[src/rtl/mult_sequencer_pkg.sv]
// Shared state encoding, register-mode codes and sizing for the add/shift multiplier
// sequencer and the datapath it controls.
package mult_pkg;

    localparam int N_BITS_DEFAULT = 8;

    localparam logic [1:0] MODE_HOLD  = 2'b00;
    localparam logic [1:0] MODE_SHIFT = 2'b01;
    localparam logic [1:0] MODE_LOAD  = 2'b11;

    typedef enum logic [2:0] {
        IDLE,
        LOADB,
        CLRA,
        ADD,
        SHIFT,
        HALT
    } state_t;

    // Keeps the iteration index at least one bit wide for degenerate N_BITS = 1.
    function automatic int iter_width(input int n_bits);
        return (n_bits > 1) ? $clog2(n_bits) : 1;
    endfunction

endpackage

[src/rtl/mult_sequencer_if.sv]
// Request/control bundle between the multiplier sequencer (slave) and whoever
// drives its requests and observes its register-mode controls (master).
interface mult_sequencer_if
    import mult_pkg::*;
#(
    parameter int N_BITS = N_BITS_DEFAULT
);
    localparam int ITER_W = iter_width(N_BITS);

    logic              RUN;
    logic              CLEARA_LOADB;
    logic              B0;
    logic              SUB;
    logic              CLEAR;
    logic [1:0]        MODE_A;
    logic [1:0]        MODE_B;
    logic              BUSY;
    logic              DONE;
    logic [ITER_W-1:0] ITER;

    modport master (
        output RUN, CLEARA_LOADB, B0,
        input  SUB, CLEAR, MODE_A, MODE_B, BUSY, DONE, ITER
    );

    modport slave (
        input  RUN, CLEARA_LOADB, B0,
        output SUB, CLEAR, MODE_A, MODE_B, BUSY, DONE, ITER
    );

endinterface

[src/rtl/mult_sequencer_iter_counter.sv]
// Iteration index for the add/shift loop; wraps to zero after the last iteration
// so the index stays in range for any N_BITS.
module iter_counter #(
    parameter int N_BITS = 8,
    parameter int ITER_W = 3
) (
    input  logic              CLK,
    input  logic              RESET,
    input  logic              clear,
    input  logic              enable,
    output logic [ITER_W-1:0] iter,
    output logic              terminal
);
    localparam logic [ITER_W-1:0] LAST = ITER_W'(N_BITS - 1);

    always_ff @(posedge CLK) begin
        if (RESET || clear) begin
            iter <= '0;
        end else if (enable) begin
            iter <= terminal ? '0 : iter + ITER_W'(1);
        end
    end

    assign terminal = (iter == LAST);

endmodule

[src/rtl/mult_sequencer.sv]
// Control FSM for a signed add/shift multiplier: one ADD and one SHIFT cycle per
// multiplier bit, with the final ADD subtracting to correct for the sign bit.
module mult_sequencer
    import mult_pkg::*;
#(
    parameter int N_BITS = N_BITS_DEFAULT
) (
    input  logic          CLK,
    input  logic          RESET,
    mult_sequencer_if.slave bus
);
    localparam int ITER_W = iter_width(N_BITS);

    state_t            state;
    state_t            state_next;
    logic              cnt_clear;
    logic              cnt_enable;
    logic              cnt_terminal;
    logic [ITER_W-1:0] iter;

    logic              sub;
    logic              clear;
    logic [1:0]        mode_a;
    logic [1:0]        mode_b;
    logic              busy;
    logic              done;

    iter_counter #(
        .N_BITS (N_BITS),
        .ITER_W (ITER_W)
    ) u_iter (
        .CLK      (CLK),
        .RESET    (RESET),
        .clear    (cnt_clear),
        .enable   (cnt_enable),
        .iter     (iter),
        .terminal (cnt_terminal)
    );

    always_ff @(posedge CLK) begin
        if (RESET) begin
            state <= IDLE;
        end else begin
            state <= state_next;
        end
    end

    always_comb begin
        state_next = state;
        sub        = 1'b0;
        clear      = 1'b0;
        mode_a     = MODE_HOLD;
        mode_b     = MODE_HOLD;
        busy       = 1'b0;
        done       = 1'b0;
        cnt_clear  = 1'b0;
        cnt_enable = 1'b0;

        case (state)
            IDLE: begin
                if (bus.RUN) begin
                    state_next = CLRA;
                end else if (bus.CLEARA_LOADB) begin
                    state_next = LOADB;
                end
            end
            LOADB: begin
                clear      = 1'b1;
                mode_a     = MODE_LOAD;
                mode_b     = MODE_LOAD;
                state_next = bus.RUN ? CLRA : IDLE;
            end
            CLRA: begin
                clear      = 1'b1;
                mode_a     = MODE_LOAD;
                busy       = 1'b1;
                cnt_clear  = 1'b1;
                state_next = ADD;
            end
            // The ADD cycle is spent even when B0 is 0 so the latency never depends on data.
            ADD: begin
                mode_a     = bus.B0 ? MODE_LOAD : MODE_HOLD;
                sub        = cnt_terminal;
                busy       = 1'b1;
                state_next = SHIFT;
            end
            SHIFT: begin
                mode_a     = MODE_SHIFT;
                mode_b     = MODE_SHIFT;
                busy       = 1'b1;
                cnt_enable = 1'b1;
                state_next = cnt_terminal ? HALT : ADD;
            end
            HALT: begin
                done = 1'b1;
                if (!bus.RUN) begin
                    state_next = IDLE;
                end
            end
            default: begin
                state_next = IDLE;
            end
        endcase
    end

    assign bus.SUB    = sub;
    assign bus.CLEAR  = clear;
    assign bus.MODE_A = mode_a;
    assign bus.MODE_B = mode_b;
    assign bus.BUSY   = busy;
    assign bus.DONE   = done;
    assign bus.ITER   = iter;

endmodule

[src/flat_wrapper.sv]
// flat-port wrapper written by rule: the top's interface ports become plain ports
module mult_sequencer_flat import mult_pkg::*;
#(
    parameter int N_BITS = N_BITS_DEFAULT
)
  (CLK, RESET, bus_RUN, bus_CLEARA_LOADB, bus_B0, bus_SUB, bus_CLEAR, bus_MODE_A, bus_MODE_B, bus_BUSY, bus_DONE, bus_ITER);
  mult_sequencer_if #(.N_BITS(N_BITS)) bus_i ();
  input  logic CLK;
  input  logic RESET;
  input wire logic [$bits(bus_i.RUN)-1:0] bus_RUN;
  input wire logic [$bits(bus_i.CLEARA_LOADB)-1:0] bus_CLEARA_LOADB;
  input wire logic [$bits(bus_i.B0)-1:0] bus_B0;
  output wire logic [$bits(bus_i.SUB)-1:0] bus_SUB;
  output wire logic [$bits(bus_i.CLEAR)-1:0] bus_CLEAR;
  output wire logic [$bits(bus_i.MODE_A)-1:0] bus_MODE_A;
  output wire logic [$bits(bus_i.MODE_B)-1:0] bus_MODE_B;
  output wire logic [$bits(bus_i.BUSY)-1:0] bus_BUSY;
  output wire logic [$bits(bus_i.DONE)-1:0] bus_DONE;
  output wire logic [$bits(bus_i.ITER)-1:0] bus_ITER;
  assign bus_i.RUN = bus_RUN;
  assign bus_i.CLEARA_LOADB = bus_CLEARA_LOADB;
  assign bus_i.B0 = bus_B0;
  assign bus_SUB = bus_i.SUB;
  assign bus_CLEAR = bus_i.CLEAR;
  assign bus_MODE_A = bus_i.MODE_A;
  assign bus_MODE_B = bus_i.MODE_B;
  assign bus_BUSY = bus_i.BUSY;
  assign bus_DONE = bus_i.DONE;
  assign bus_ITER = bus_i.ITER;
  mult_sequencer #(.N_BITS(N_BITS)) u_core (.CLK(CLK), .RESET(RESET), .bus(bus_i));
endmodule
[config.mk]
export PLATFORM = sky130hd
export DESIGN_NAME = mult_sequencer_flat
export DESIGN_NICKNAME = d
export VERILOG_FILES = /design/src/rtl/mult_sequencer_pkg.sv /design/src/rtl/mult_sequencer_if.sv /design/src/rtl/mult_sequencer_iter_counter.sv /design/src/rtl/mult_sequencer.sv /design/src/flat_wrapper.sv
export SDC_FILE = /design/constraint.sdc
export NUM_CORES = 1
export LEC_CHECK = 0
export CAP_MARGIN = 10
export CORE_AREA = 2 2 39 41
export CTS_CLUSTER_DIAMETER = 80
export DETAILED_ROUTE_END_ITERATION = 7
export DIE_AREA = 0 0 41 43
export PLACE_DENSITY = 0.69
export REMOVE_ABC_BUFFERS = 1
export SLEW_MARGIN = 20
export SYNTH_ARGS = -nofsm -noshare
export SYNTH_HDL_FRONTEND = slang
export SYNTH_SLANG_ARGS = --single-unit
[constraint.sdc]
create_clock -name CLK -period 1.2 [get_ports CLK]
set_input_delay 0.24 -clock CLK [delete_from_list [all_inputs] [get_ports CLK]]
set_output_delay 0.24 -clock CLK [all_outputs]
set_load 0.005 [all_outputs]
-- Word level (Yosys, flattened, before mapping)
Index checks and enable logic that the tools add are counted.
- output and inout port bits: 11
- memory bits (writable): 0
- bits in registers: 6
- ROM bits: 0
- latch bits: 0
- memories: 0
- multiplexer cells: 16
- add/sub/neg operators: 1
- shift operators: 0
- divide/modulo/power cells: 0
- multipliers: 0
- reduce and logical (&&, ||, !) cells: 5
- magnitude comparators: 0
- bitwise logic cells: 0
- equality and inequality tests: 8
- operator list (cell ; number):
    case mux 3 bit (6 select lines) ; 1
    two-way mux 3 bit ; 5
    == test 3 bit (second input constant) ; 3
    == test 3 x 2 -> 1 bit (second input constant) ; 2
    two-way mux 1 bit ; 6
    case mux 2 bit (3 select lines) ; 1
    two-way mux 2 bit ; 2
    case mux 2 bit (2 select lines) ; 1
    adder 3 x 1 -> 3 bit (second input constant) ; 1
    == test 3 x 1 -> 1 bit (second input constant) ; 1
    logical NOT 3 bit ; 1
    != test 3 bit (second input constant) ; 1
    OR reduction 3 bit ; 1
    != test 2 bit (second input constant) ; 1
    AND reduction 2 bit ; 1
    OR reduction 2 bit ; 1
    logical OR 1 bit ; 1

-- Depth between registers and ports, before layout
- depth in word-level cells: 3
- mapped depth: 5
- gate-level depth less buffers: 5

-- Modules after synthesis
Synthesis repeated with hierarchy kept, for this count alone.
- cell total of the unflattened synthesis: 49
- area total of the unflattened synthesis: 417.9 sq um
- by module, submodules not included (module ; times used ; cells an instance ; area each (sq um)):
    mult_sequencer ; 1 ; 37 ; 275.3
    iter_counter ; 1 ; 12 ; 142.6

-- Least setup slack after synthesis
No wires, ideal clock.
- kind: reg-to-output
- from: register u_core.u_iter.iter[0]
- to: output port bus_SUB
- arrival time: 921 ps
- path slack: 39 ps
- stages on the path, launching flop included: 4
- path buffers: 0
- cell sequence: dfxtp_1 ha_1 ha_1 nor3b_1
- longest elaborated chain between the ends: 2
- ends and longest elaborated chain (element ; RTL line ; text):
    start, declared ; mult_sequencer_iter_counter.sv:11 ; output logic [ITER_W-1:0] iter,
    start signal, assigned ; mult_sequencer_iter_counter.sv:20 ; iter <= terminal ? '0 : iter + ITER_W'(1);
    == test 3 bit ; mult_sequencer_iter_counter.sv:24 ; assign terminal = (iter == LAST);
    two-way mux 1 bit ; mult_sequencer.sv:59 ; case (state)
    end, declared ; flat_wrapper.sv:13 ; output wire logic [$bits(bus_i.SUB)-1:0] bus_SUB;
Every way passes these cells.

-- Worst setup path after layout
Ends and elaborated chain as after synthesis.

==> flow_summary.html <==
<table>
<tr><th>Metric</th><th>Value</th></tr>
<tr><th colspan="2">Status</th></tr>
<tr><td>Result of the run</td><td>finished with violations</td></tr>
<tr><td>Violated checks</td><td>negative setup slack</td></tr>
<tr><th colspan="2">Logic synthesis</th></tr>
<tr><td>Sequential fraction of the synthesis area</td><td>27.4%</td></tr>
<tr><td>Share of Yosys cell area claimed by the top area cell type</td><td>27.4%</td></tr>
<tr><td>Area contributors post-synth</td><td>dfxtp_1 27%, nor2_1 6.0%, ha_1 5.7%</td></tr>
<tr><td>Mapped cell area</td><td>439 µm²</td></tr>
<tr><td>Synth cell types</td><td>29</td></tr>
<tr><td>Synth Register Bits</td><td>6</td></tr>
<tr><td>Mean cell area of the mapped netlist</td><td>7.84 µm²</td></tr>
<tr><td>Synth area leader</td><td>dfxtp_1</td></tr>
<tr><td>Count of warnings emitted by yosys</td><td>0</td></tr>
<tr><td>Synthesized instance count</td><td>56</td></tr>
<tr><th colspan="2">Detailed routing</th></tr>
<tr><td>Number of remaining DRC errors</td><td>0</td></tr>
<tr><td>Number of search-and-repair iterations in the first detailed-routing pass</td><td>4</td></tr>
<tr><td>WL/cell</td><td>12.4 µm</td></tr>
<tr><td>Overall routed net length</td><td>1.41 mm</td></tr>
<tr><td>Post-DR vias/cell</td><td>4.76</td></tr>
<tr><td>Drt initial violations</td><td>6</td></tr>
<tr><td>Antenna Nets Post-Route</td><td>0</td></tr>
<tr><td>Via Count</td><td>543</td></tr>
<tr><th colspan="2">Clock network</th></tr>
<tr><td>Clock Sinks</td><td>6</td></tr>
<tr><td>Clock edge transition at the registers on the reported setup and hold paths</td><td>0.05 ns</td></tr>
<tr><td>Clock latency reported for the late side of the worst-skew pair</td><td>0.24 ns</td></tr>
<tr><td>Clock buffer depth</td><td>2</td></tr>
<tr><td>Number of buffers added by the clock tree synthesis step</td><td>3</td></tr>
<tr><td>TritonCTS clock tree</td><td>yes</td></tr>
<tr><td>Cell at the root of the clock tree</td><td>clkbuf_4</td></tr>
<tr><td>CTS HTree Levels</td><td>1</td></tr>
<tr><th colspan="2">Floorplanning</th></tr>
<tr><td>I/O pin cnt</td><td>16</td></tr>
<tr><td>Floorplan die area</td><td>1760 µm²</td></tr>
<tr><td>Initial Utilization</td><td>31.7%</td></tr>
<tr><td>Vertical die dimension</td><td>43 µm</td></tr>
<tr><td>Die X-Extent</td><td>41 µm</td></tr>
<tr><td>Number of placement rows</td><td>14</td></tr>
<tr><td>Floorplan core area</td><td>1380 µm²</td></tr>
<tr><th colspan="2">Setup path</th></tr>
<tr><td>Startpoint type of the worst setup path</td><td>register</td></tr>
<tr><td>Critical path origin</td><td>u_core.u_iter.iter[0]</td></tr>
<tr><td>Critical register-to-register path endpoint</td><td>u_core.state[2]</td></tr>
<tr><td>Sort of element at the end of the critical path</td><td>output port</td></tr>
<tr><td>Critical path capture point</td><td>bus_SUB</td></tr>
<tr><td>Critical path arrival</td><td>1.16 ns</td></tr>
<tr><td>Reg2Reg Launch Point</td><td>u_core.u_iter.iter[0]</td></tr>
<tr><td>Crit path kind</td><td>register to output port</td></tr>
<tr><td>Maximum fanout encountered on the critical timing path</td><td>2</td></tr>
<tr><td>Worst reg2reg setup slack</td><td>-0.10 ns</td></tr>
<tr><td>Reg2reg path depth</td><td>7</td></tr>
<tr><td>Req. time, crit path</td><td>0.96 ns</td></tr>
<tr><th colspan="2">Timing</th></tr>
<tr><td>Min Tclk post-route</td><td>1.40 ns</td></tr>
<tr><td>Final Slew Violations</td><td>0</td></tr>
<tr><td>Final hold violation count</td><td>0</td></tr>
<tr><td>Worst hold margin</td><td>0.623 ns</td></tr>
<tr><td>Setup violations, final</td><td>11</td></tr>
<tr><td>RSZ-0062 raised after global routing</td><td>true</td></tr>
<tr><td>Transition at the pin with the smallest max-transition slack</td><td>0.252 ns</td></tr>
<tr><td>Final cycle utilization of the critical path</td><td>117%</td></tr>
<tr><td>Fin worst setup slack</td><td>-0.200 ns</td></tr>
<tr><td>Worst Clk Skew</td><td>0.00737 ns</td></tr>
<tr><td>Max_slew headroom</td><td>83.2%</td></tr>
<tr><td>Achievable Freq</td><td>714 MHz</td></tr>
<tr><th colspan="2">Placed design</th></tr>
<tr><td>Port Buffer Count</td><td>15</td></tr>
<tr><td>GP Congestion</td><td>0.757</td></tr>
<tr><td>DPL Wire Length</td><td>828 µm</td></tr>
<tr><td>DP Area</td><td>702 µm²</td></tr>
<tr><th colspan="2">Cells and area</th></tr>
<tr><td>Final Net Count</td><td>107</td></tr>
<tr><td>Number of inserted diodes</td><td>0</td></tr>
<tr><td>Combined area of the multi-input logic cells</td><td>374 µm²</td></tr>
<tr><td>Fraction of final layout cells with drive strength greater than 1</td><td>61.2%</td></tr>
<tr><td>Area added between synthesis and finish</td><td>107%</td></tr>
<tr><td>Register area</td><td>135 µm²</td></tr>
<tr><td># fillers</td><td>112</td></tr>
<tr><td>Fin util</td><td>65.8%</td></tr>
<tr><td>Non-Filler Cell Area, Final</td><td>911 µm²</td></tr>
<tr><th colspan="2">Worst hold path</th></tr>
<tr><td>Hold Path Class</td><td>register to register</td></tr>
<tr><td>Worst hold stages</td><td>3</td></tr>
<tr><th colspan="2">Global routing</th></tr>
<tr><td>Via count of the first global-routing pass</td><td>542</td></tr>
<tr><td>Total congestion overflow after global routing</td><td>0</td></tr>
<tr><td>Number of antenna violations at the first check in global routing</td><td>0</td></tr>
<tr><td>Met1 usage</td><td>20.5%</td></tr>
<tr><td>GR Util met3</td><td>3.14%</td></tr>
<tr><td>Overall global routing resource usage</td><td>18.8%</td></tr>
<tr><td>Most used routing layer</td><td>met2</td></tr>
<tr><td>Largest net degree at the start of global routing</td><td>10</td></tr>
<tr><td>First-pass GRT wire length</td><td>2.25 mm</td></tr>
<tr><td>Met2 GRT Util</td><td>32.8%</td></tr>
<tr><th colspan="2">Power and ir drop</th></tr>
<tr><td>Leakage dissipation</td><td>0.405 nW</td></tr>
<tr><td>Worst-case vdd ir drop</td><td>0.000549 V</td></tr>
<tr><td>Pwr dens</td><td>778 nW/µm²</td></tr>
<tr><th colspan="2">Job</th></tr>
<tr><td>Max-cap violation count</td><td>0</td></tr>
</table>
## sequential cells by signal, indices dropped and copies added (netlist names)
name / flops
u_core.state: 3
u_core.u_iter.iter: 3
## cells in the mapped netlist
master,count
a211o_1,1
a21o_1,1
a21oi_1,4
a31oi_1,2
and2_1,1
buf_2,1
buf_4,1
buf_6,2
dfxtp_1,6
ha_1,2
inv_1,2
mux2_2,1
mux2i_1,1
nand2_1,3
nand2_2,1
nand2b_1,4
nand3_1,4
nand3b_1,1
nor2_1,7
nor2_2,1
nor2b_1,1
nor3_1,1
nor3b_1,1
nor4_1,1
o21ai_0,1
o21ai_1,1
o21bai_2,1
o22a_1,1
xnor2_1,2
## through the flow
stage                     total power (W)  setup WS, ns  TNS, ns  std cells
final                            0.000708        -0.200    -1.35        114
after global routing             0.000759        -0.261    -2.01        114
after CTS                        0.000701        -0.192    -1.43        113
after detailed placement         0.000441        -0.463    -2.94        100
after global placement           0.000439        -0.449    -2.91        100
after floorplan                  0.000310       -0.0213  -0.0397         52
## worst min-delay path by stage
stage | startpoint | endpoint | slack (ns)
2_1_floorplan | RESET | u_core.state[0] | 0.31
3_3_place_gp | u_core.u_iter.iter[0] | u_core.u_iter.iter[0] | 0.59
3_5_place_dp | u_core.u_iter.iter[0] | u_core.u_iter.iter[0] | 0.61
4_1_cts | u_core.u_iter.iter[2] | u_core.u_iter.iter[2] | 0.63
5_1_grt | u_core.u_iter.iter[0] | u_core.u_iter.iter[0] | 0.64
6_report | u_core.u_iter.iter[0] | u_core.u_iter.iter[0] | 0.62
## placed cells by master, fill, tap and decap left out, types with 2 or more instances in the layout
cell / Yosys / final
dfxtp_2: 0 / 3
ha_4: 0 / 2
buf_2: 1 / 8
a21oi_1: 4 / 2
nor2_4: 0 / 2
inv_1: 2 / 2
nand3_1: 4 / 4
a31oi_1: 2 / 2
nand2b_4: 0 / 2
nand2_1: 3 / 3
nor2_1: 7 / 6
clkdlybuf4s15_1: 0 / 3
clkbuf_4: 0 / 3
a21oi_2: 0 / 2
dfxtp_4: 0 / 3
buf_4: 1 / 22
nand2b_1: 4 / 2
buf_6: 2 / 5
clkdlybuf4s50_1: 0 / 4
## cell families (layout without fill, tap and decap cells)
family	Yosys count	after routing	synth area share, %
AND/OR/NAND/NOR	26	26	30.5
AO/OA/AOI/OAI	12	12	17.9
flip-flops	6	6	27.4
buffers and inverters	6	48	9.69
adder cells (fa/ha/maj)	2	2	5.70
XOR/XNOR	2	2	3.99
multiplexers	2	2	4.84
## final cells by class
class                           count  share of cell area [%]
Clock buffer                        3                    2.47
Inverter                            2                   0.824
Multi-Input combinational cell     44                    41.1
Sequential cell                     6                    14.8
Tap cell                           16                    2.20
Timing Repair Buffer               43                    38.6
## worst max-delay path: stages, from the launching register on
cell and delay, ns:
dfxtp_2 0.34, ha_4 0.17, ha_4 0.15, nor3b_2 0.14, buf_2 0.12
## per-layer routing
layer	part of all wire (%)	up-vias
met4	0	0
met2	54	11
met5	0	-
met1	42	253
met3	4.0	0
li1	-	279
## report_power, final
| group | internal [W] | total [W] | switching [W] |
|---|---|---|---|
| logic | 0.000185 | 0.000301 | 0.000117 |
| clock network | 0.000113 | 0.000182 | 0.0000694 |
| registers | 0.000208 | 0.000225 | 0.0000169 |
| total | 0.000505 | 0.000708 | 0.000203 |
## what timing repair did
item	4_1_cts	5_1_grt
gates resized for setup	65	5
setup buffers	10	2
pin swaps	13	8
hold buffers	0	0
endpoints found under the setup margin	14	12
Power figures use the tool's default switching activity.
